===== src/rtl/max_n_pulse_if.sv =====
// Spike/pulse bundle between column neurons and the temporal max block.
// ch_mask exists only when MAX_N_CH_MASK_EN is defined.
interface max_n_pulse_if #(
  parameter int N_INPUTS          = 4,
  parameter int GAMMA_CYCLE_WIDTH = 16
);
  localparam int IDX_WIDTH =
    (N_INPUTS > 1) ? $clog2(N_INPUTS) : 1;

  logic                         gamma_start;
  logic [N_INPUTS-1:0]          in;
`ifdef MAX_N_CH_MASK_EN
  logic [N_INPUTS-1:0]          ch_mask;
`endif
  logic                         y;
  logic                         y_valid;
  logic [GAMMA_CYCLE_WIDTH-1:0] y_time;
  logic [IDX_WIDTH-1:0]         y_idx;

`ifdef MAX_N_CH_MASK_EN
  modport master (
    output gamma_start, in, ch_mask,
    input  y, y_valid, y_time, y_idx
  );
  modport slave (
    input  gamma_start, in, ch_mask,
    output y, y_valid, y_time, y_idx
  );
`else
  modport master (
    output gamma_start, in,
    input  y, y_valid, y_time, y_idx
  );
  modport slave (
    input  gamma_start, in,
    output y, y_valid, y_time, y_idx
  );
`endif
endinterface


===== src/rtl/max_n_pulse.sv =====
// N-input race-logic temporal max: fires once the last channel spikes.
// Optional MAX_N_CH_MASK_EN adds a per-gamma-cycle channel mask.
module max_n_pulse #(
  parameter int N_INPUTS          = 4,
  parameter int GAMMA_CYCLE_WIDTH = 16,
  parameter int PULSE_WIDTH       = 8
) (
  input logic          aclk,
  input logic          grst_n,
  max_n_pulse_if.slave bus
);
  localparam int IDX_WIDTH =
    (N_INPUTS > 1) ? $clog2(N_INPUTS) : 1;
  localparam int CW =
    (PULSE_WIDTH > 1) ? $clog2(PULSE_WIDTH) : 1;
  localparam int GW = GAMMA_CYCLE_WIDTH;

  logic [N_INPUTS-1:0]  prev_in;
  logic [N_INPUTS-1:0]  arrived;
  logic [N_INPUTS-1:0]  arr_cur;
  logic [N_INPUTS-1:0]  rise;
  logic [N_INPUTS-1:0]  cand;
  logic [N_INPUTS-1:0]  mask_cur;
  logic                 started;
  logic                 gs;
  logic                 fired;
  logic                 fired_cur;
  logic                 fire_now;
  logic [GW-1:0]        t;
  logic [GW-1:0]        t_cur;
  logic [GW-1:0]        t_nxt;
  logic [CW-1:0]        pulse_cnt;
  logic [IDX_WIDTH-1:0] win_idx;
  logic                 y_q;
  logic                 y_valid_q;
  logic [GW-1:0]        y_time_q;
  logic [IDX_WIDTH-1:0] y_idx_q;

  // first cycle after reset release starts a gamma cycle
  assign gs = bus.gamma_start | ~started;

`ifdef MAX_N_CH_MASK_EN
  logic [N_INPUTS-1:0] mask_q;

  assign mask_cur = gs ? bus.ch_mask : mask_q;

  always_ff @(posedge aclk or negedge grst_n) begin
    if (!grst_n) mask_q <= '0;
    else         mask_q <= mask_cur;
  end
`else
  assign mask_cur = '1;
`endif

  always_comb begin
    rise      = bus.in & ~prev_in;
    arr_cur   = gs ? '0 : arrived;
    fired_cur = gs ? 1'b0 : fired;
    t_cur     = gs ? '0 : t;
    t_nxt     = (&t_cur) ? t_cur
                         : t_cur + GW'(1);
    cand      = rise & mask_cur;
    fire_now  = (&(arr_cur | rise | ~mask_cur))
              & ~fired_cur & (|cand);
    win_idx   = '0;
    for (int i = N_INPUTS - 1; i >= 0; i--) begin
      if (cand[i]) win_idx = IDX_WIDTH'(i);
    end
  end

  always_ff @(posedge aclk or negedge grst_n) begin
    if (!grst_n) begin
      started   <= 1'b0;
      prev_in   <= '0;
      arrived   <= '0;
      fired     <= 1'b0;
      t         <= '0;
      pulse_cnt <= '0;
      y_q       <= 1'b0;
      y_valid_q <= 1'b0;
      y_time_q  <= '0;
      y_idx_q   <= '0;
    end else begin
      started   <= 1'b1;
      prev_in   <= bus.in;
      arrived   <= arr_cur | rise;
      fired     <= fired_cur | fire_now;
      t         <= t_nxt;
      y_valid_q <= fire_now;
      if (fire_now) begin
        y_q       <= 1'b1;
        pulse_cnt <= CW'(PULSE_WIDTH - 1);
        y_time_q  <= t_cur;
        y_idx_q   <= win_idx;
      end else if (pulse_cnt != '0) begin
        pulse_cnt <= pulse_cnt - CW'(1);
      end else begin
        y_q <= 1'b0;
      end
    end
  end

  assign bus.y       = y_q;
  assign bus.y_valid = y_valid_q;
  assign bus.y_time  = y_time_q;
  assign bus.y_idx   = y_idx_q;
endmodule


===== src/flat_wrapper.sv =====
// flat-port wrapper written by rule: the top's interface ports become plain ports
module max_n_pulse_flat 
#(
  parameter int N_INPUTS          = 4,
  parameter int GAMMA_CYCLE_WIDTH = 16,
  parameter int PULSE_WIDTH       = 8
)
  (aclk, grst_n, bus_gamma_start, bus_in, bus_y, bus_y_valid, bus_y_time, bus_y_idx);
  max_n_pulse_if #(.N_INPUTS(N_INPUTS), .GAMMA_CYCLE_WIDTH(GAMMA_CYCLE_WIDTH)) bus_i ();
  input logic aclk;
  input logic grst_n;
  input wire logic [$bits(bus_i.gamma_start)-1:0] bus_gamma_start;
  input wire logic [$bits(bus_i.in)-1:0] bus_in;
  output wire logic [$bits(bus_i.y)-1:0] bus_y;
  output wire logic [$bits(bus_i.y_valid)-1:0] bus_y_valid;
  output wire logic [$bits(bus_i.y_time)-1:0] bus_y_time;
  output wire logic [$bits(bus_i.y_idx)-1:0] bus_y_idx;
  assign bus_i.gamma_start = bus_gamma_start;
  assign bus_i.in = bus_in;
  assign bus_y = bus_i.y;
  assign bus_y_valid = bus_i.y_valid;
  assign bus_y_time = bus_i.y_time;
  assign bus_y_idx = bus_i.y_idx;
  max_n_pulse #(.N_INPUTS(N_INPUTS), .GAMMA_CYCLE_WIDTH(GAMMA_CYCLE_WIDTH), .PULSE_WIDTH(PULSE_WIDTH)) u_core (.aclk(aclk), .grst_n(grst_n), .bus(bus_i));
endmodule

===== config.mk =====
export PLATFORM = sky130hd
export DESIGN_NAME = max_n_pulse_flat
export DESIGN_NICKNAME = d
export VERILOG_FILES = /design/src/rtl/max_n_pulse_if.sv /design/src/rtl/max_n_pulse.sv /design/src/flat_wrapper.sv
export SDC_FILE = /design/constraint.sdc
export NUM_CORES = 1
export LEC_CHECK = 0
export ABC_AREA = 1
export ABC_CLOCK_PERIOD_IN_PS = 5100
export CAP_MARGIN = 40
export CELL_PAD_IN_SITES_DETAIL_PLACEMENT = 0
export CELL_PAD_IN_SITES_GLOBAL_PLACEMENT = 2
export CORE_ASPECT_RATIO = 1.4
export CORE_MARGIN = 3
export CORE_UTILIZATION = 37
export DETAILED_ROUTE_END_ITERATION = 8
export PLACE_DENSITY_LB_ADDON = 0.1
export SYNTH_ARGS = -nofsm -noshare
export SYNTH_HDL_FRONTEND = slang
export SYNTH_SLANG_ARGS = --single-unit

===== constraint.sdc =====
create_clock -name aclk -period 5.1 [get_ports aclk]
set_input_delay 0.51 -clock aclk [delete_from_list [all_inputs] [get_ports aclk]]
set_output_delay 0.51 -clock aclk [all_outputs]
set_load 0.01 [all_outputs]

==> PnR_summary.wiki <==
{| class="wikitable"
! Metric !! Value
|-
| Initial standard-cell utilization of the core || 38.1%
|-
| Worst-case hold slack || 0.314 ns
|-
| Area growth, synth to finish || 16.5%
|-
| Placeable core area || 6610 µm²
|-
| DRT antenna net count || 0
|-
| Slowest library cell on the worst path || sky130_fd_sc_hd__dfrtp_1
|-
| Final HPWL DP || 3890 µm
|-
| Critical-path cell list || inv_1, nor2_1, nand2_1, inv_1, ha_1, inv_1, nor2_2, inv_1, nor2_4, nand2_2, nand2_1, nand2_1
|-
| Detail-routed via count per cell || 4.52
|-
| Classification of the worst-slack hold path || in -> async
|-
| Crit path launch || u_core.started
|-
| Buffer type at the clock tree root || sky130_fd_sc_hd__clkbuf_8
|-
| Leading post-synthesis cells by instance count || 79 x sky130_fd_sc_hd__nand2_1, 49 x sky130_fd_sc_hd__dfrtp_1, 47 x sky130_fd_sc_hd__inv_1
|-
| Final slew viol count || 0
|-
| Via count of the first global-routing pass || 1856
|-
| Maximum clock path buffer count || 2
|-
| Area of the mapped netlist || 2520 µm²
|-
| Net Sw Frac || 25.2%
|-
| Largest fanout on the critical path || 16
|-
| Count of standard-cell rows || 35
|-
| Register clock-pin slew on the reported worst setup and hold paths || 0.09 ns
|-
| Nets || 328
|-
| Setup slack at placement || 2.00 ns
|-
| Aggregate routed wire length || 5370 µm
|-
| Primary flip-flop cell chosen by synthesis mapping || sky130_fd_sc_hd__dfrtp_1
|-
| Insertion delay to the later sink of the worst-skew pair || 0.30 ns
|-
| Fmax achieved || 357 MHz
|-
| Crit path time final || 2.80 ns
|-
| Final cycle utilization of the critical path || 54.9%
|-
| Number of clock sinks seen by CTS || 49
|-
| Routed len/inst || 13.1 µm
|-
| Share of flip-flops with an asynchronous set or reset || 100%
|-
| Internal power consumption || 0.000614 W
|-
| Final setup violation count || 0
|-
| Clock Skew || 0.00835 ns
|-
| Antenna violations before repair || 0
|-
| Number of enable-type register cells in the synthesized netlist || 0
|-
| N_diodes || 0
|-
| Post-synthesis register bit count || 49
|-
| Combinational share of power || 12.7%
|-
| I/O Pins || 27
|-
| Final Util || 44.4%
|-
| Total setup buffers inserted after CTS || 0
|-
| Number of remaining DRC errors || 0
|-
| Final Hold Fails || 0
|-
| Outcome || completed
|-
| Setup TNS || 0 ns
|-
| # resized after CTS || 0
|-
| Via Count || 1856
|-
| Die Wd || 75.8 µm
|-
| Die area || 7850 µm²
|-
| Net Sw Power || 0.000207 W
|-
| Unrepaired setup endpoints after global routing || false
|-
| Number of port buffers || 26
|-
| Initial DRT Pass Iterations || 4
|-
| Cell count after synthesis || 291
|-
| Leakage power summed over all cells || 1.40 nW
|-
| Worst vdd ir || 0.000111 V
|-
| CP Launch Type || flop
|-
| # H-tree levels || 2
|-
| Critical Path Sink Type || flop
|-
| Worst setup path category || reg -> reg
|-
| Chip Height || 104 µm
|-
| Global-route usage over all layers || 15.3%
|-
| Non-filler instance count after layout || 411
|-
| Largest stage delay on the critical path || 0.79 ns
|-
| Worst slew pin tran || 0.675 ns
|-
| Post-Syn Nets || 301
|-
| Number of clock buffers inserted by TritonCTS || 5
|-
| Synthesis warning total || 0
|-
| Congestion Overflow GR || 0
|-
| Top-area cell type share of the netlist area || 48.6%
|-
| Clock network fraction of design power || 35.7%
|-
| Final WS setup || 2.30 ns
|-
| Share of synthesized area occupied by flip-flops and latches || 48.6%
|-
| Part of the power in registers || 51.6%
|-
| Maximum number of pins on one net before global-route repair || 50
|-
| Data arrival time of the critical path || 3.00 ns
|-
| Post-synthesis area per instance || 8.66 µm²
|-
| Worst slew margin relative to its limit || 55.0%
|-
| Worst path required time || 5.30 ns
|-
| Max Cap Violations || 0
|-
| Global placer's final weighted congestion || 0.762
|-
| Startpoint of the worst-slack reg-to-reg timing path || u_core.started
|-
| Count of different cell masters after synthesis || 20
|-
| Cell repeated most along the worst path || sky130_fd_sc_hd__inv_1
|-
| Wire length of the first global-routing pass || 9140 µm
|-
| Clock tree from TritonCTS || yes
|-
| Most instantiated library cell after synthesis || sky130_fd_sc_hd__nand2_1
|-
| Hold buffer count at cts || 0
|-
| Area contributors post-synth || sky130_fd_sc_hd__dfrtp_1 49%, sky130_fd_sc_hd__nand2_1 12%, sky130_fd_sc_hd__inv_1 7.0%
|-
| Layout cells sized above 1 || 14.7%
|-
| Power per Cell Area || 279 nW/µm²
|-
| DR iter-0 viols || 76
|-
| Inst Count DP || 403
|-
| Library cell occupying the most area in the post-synthesis netlist || sky130_fd_sc_hd__dfrtp_1
|}
worst paths after layout:
check	slack, ns	cells past startpoint	endpoint
setup / recovery	2.30	12	u_core.t[1]
hold / removal	0.31	2	u_core.prev_in[1]
setup reg to reg	2.30	12	u_core.t[1]
hold reg to reg	0.48	2	u_core.pulse_cnt[0]
max in group asynchronous	4.35	2	u_core.bus.y_time[11]
min in group aclk	0.48	2	u_core.pulse_cnt[0]
per-stage QoR:
step	area, µm²	power (W)
after floorplan	2520	0.000503
after global placement	2820	0.000538
after detailed placement	2820	0.000539
after CTS	2940	0.000831
after global routing	2940	0.000871
final	2940	0.000821
flip-flops by register name (all words and copies together) (netlist names):
| register | count |
|---|---|
| u_core.bus.y | 1 |
| u_core.bus.y_idx | 2 |
| u_core.started | 1 |
| u_core.t | 16 |
| u_core.pulse_cnt | 3 |
| u_core.prev_in | 4 |
| u_core.bus.y_valid | 1 |
| u_core.arrived | 4 |
| u_core.fired | 1 |
| u_core.bus.y_time | 16 |
cells by family after synthesis:
family	after synthesis	synth area share, %
simple gates	160	33.4
buf+inv	55	10.3
flops	49	48.6
compound gates	22	5.71
fa+ha+maj	3	1.49
xor+xnor	1	0.347
other cells	1	0.149
placed cells by master (no fill, tap or decap), drive strengths merged:
cell type	Yosys	layout
nand2	82	82
nand4	4	4
nor2	29	29
bufinv	0	1
ha	3	3
inv	48	48
clkbuf	0	7
conb	1	1
xnor2	1	1
dfrtp	49	49
o21ai	22	22
clkdlybuf4s50	0	25
nor3	1	1
nand3	44	44
buf	7	2
metal layers:
metal | vias to the layer above | part of all wire (%) | global-route usage (%)
met1 | 857 | 47 | 20.8
met5 | - | 0 | 0
met2 | 32 | 50 | 24.4
li1 | 963 | - | -
met3 | 4 | 2.5 | 2.62
met4 | 0 | 1.1 | 4.13
power by group through the flow:
stage | sequential (W) | clock, W | combinational (W)
2_1_floorplan | 0.000430 | 0 | 0.0000731
3_3_place_gp | 0.000431 | 0 | 0.000107
3_5_place_dp | 0.000432 | 0 | 0.000107
4_1_cts | 0.000424 | 0.000300 | 0.000108
5_1_grt | 0.000427 | 0.000320 | 0.000124
6_report | 0.000423 | 0.000293 | 0.000104
worst max-delay path: cells and delay by family, from the launching register on:
kind / cells / cell delay, ns
simple gates: 7 / 1.28
flops: 1 / 0.79
buf+inv: 4 / 0.42
fa+ha+maj: 1 / 0.22
final cells by class:
type / instances / area, µm²
repair buffers: 27 / 263
fillers: 668 / 3680
inverters: 48 / 180
well taps: 92 / 115
multi-input cells: 187 / 1040
flip-flops and latches: 49 / 1230
clock buffers: 7 / 86.3
clock inverters: 1 / 30.0
Note: power is estimated with default switching activity, not from simulation.
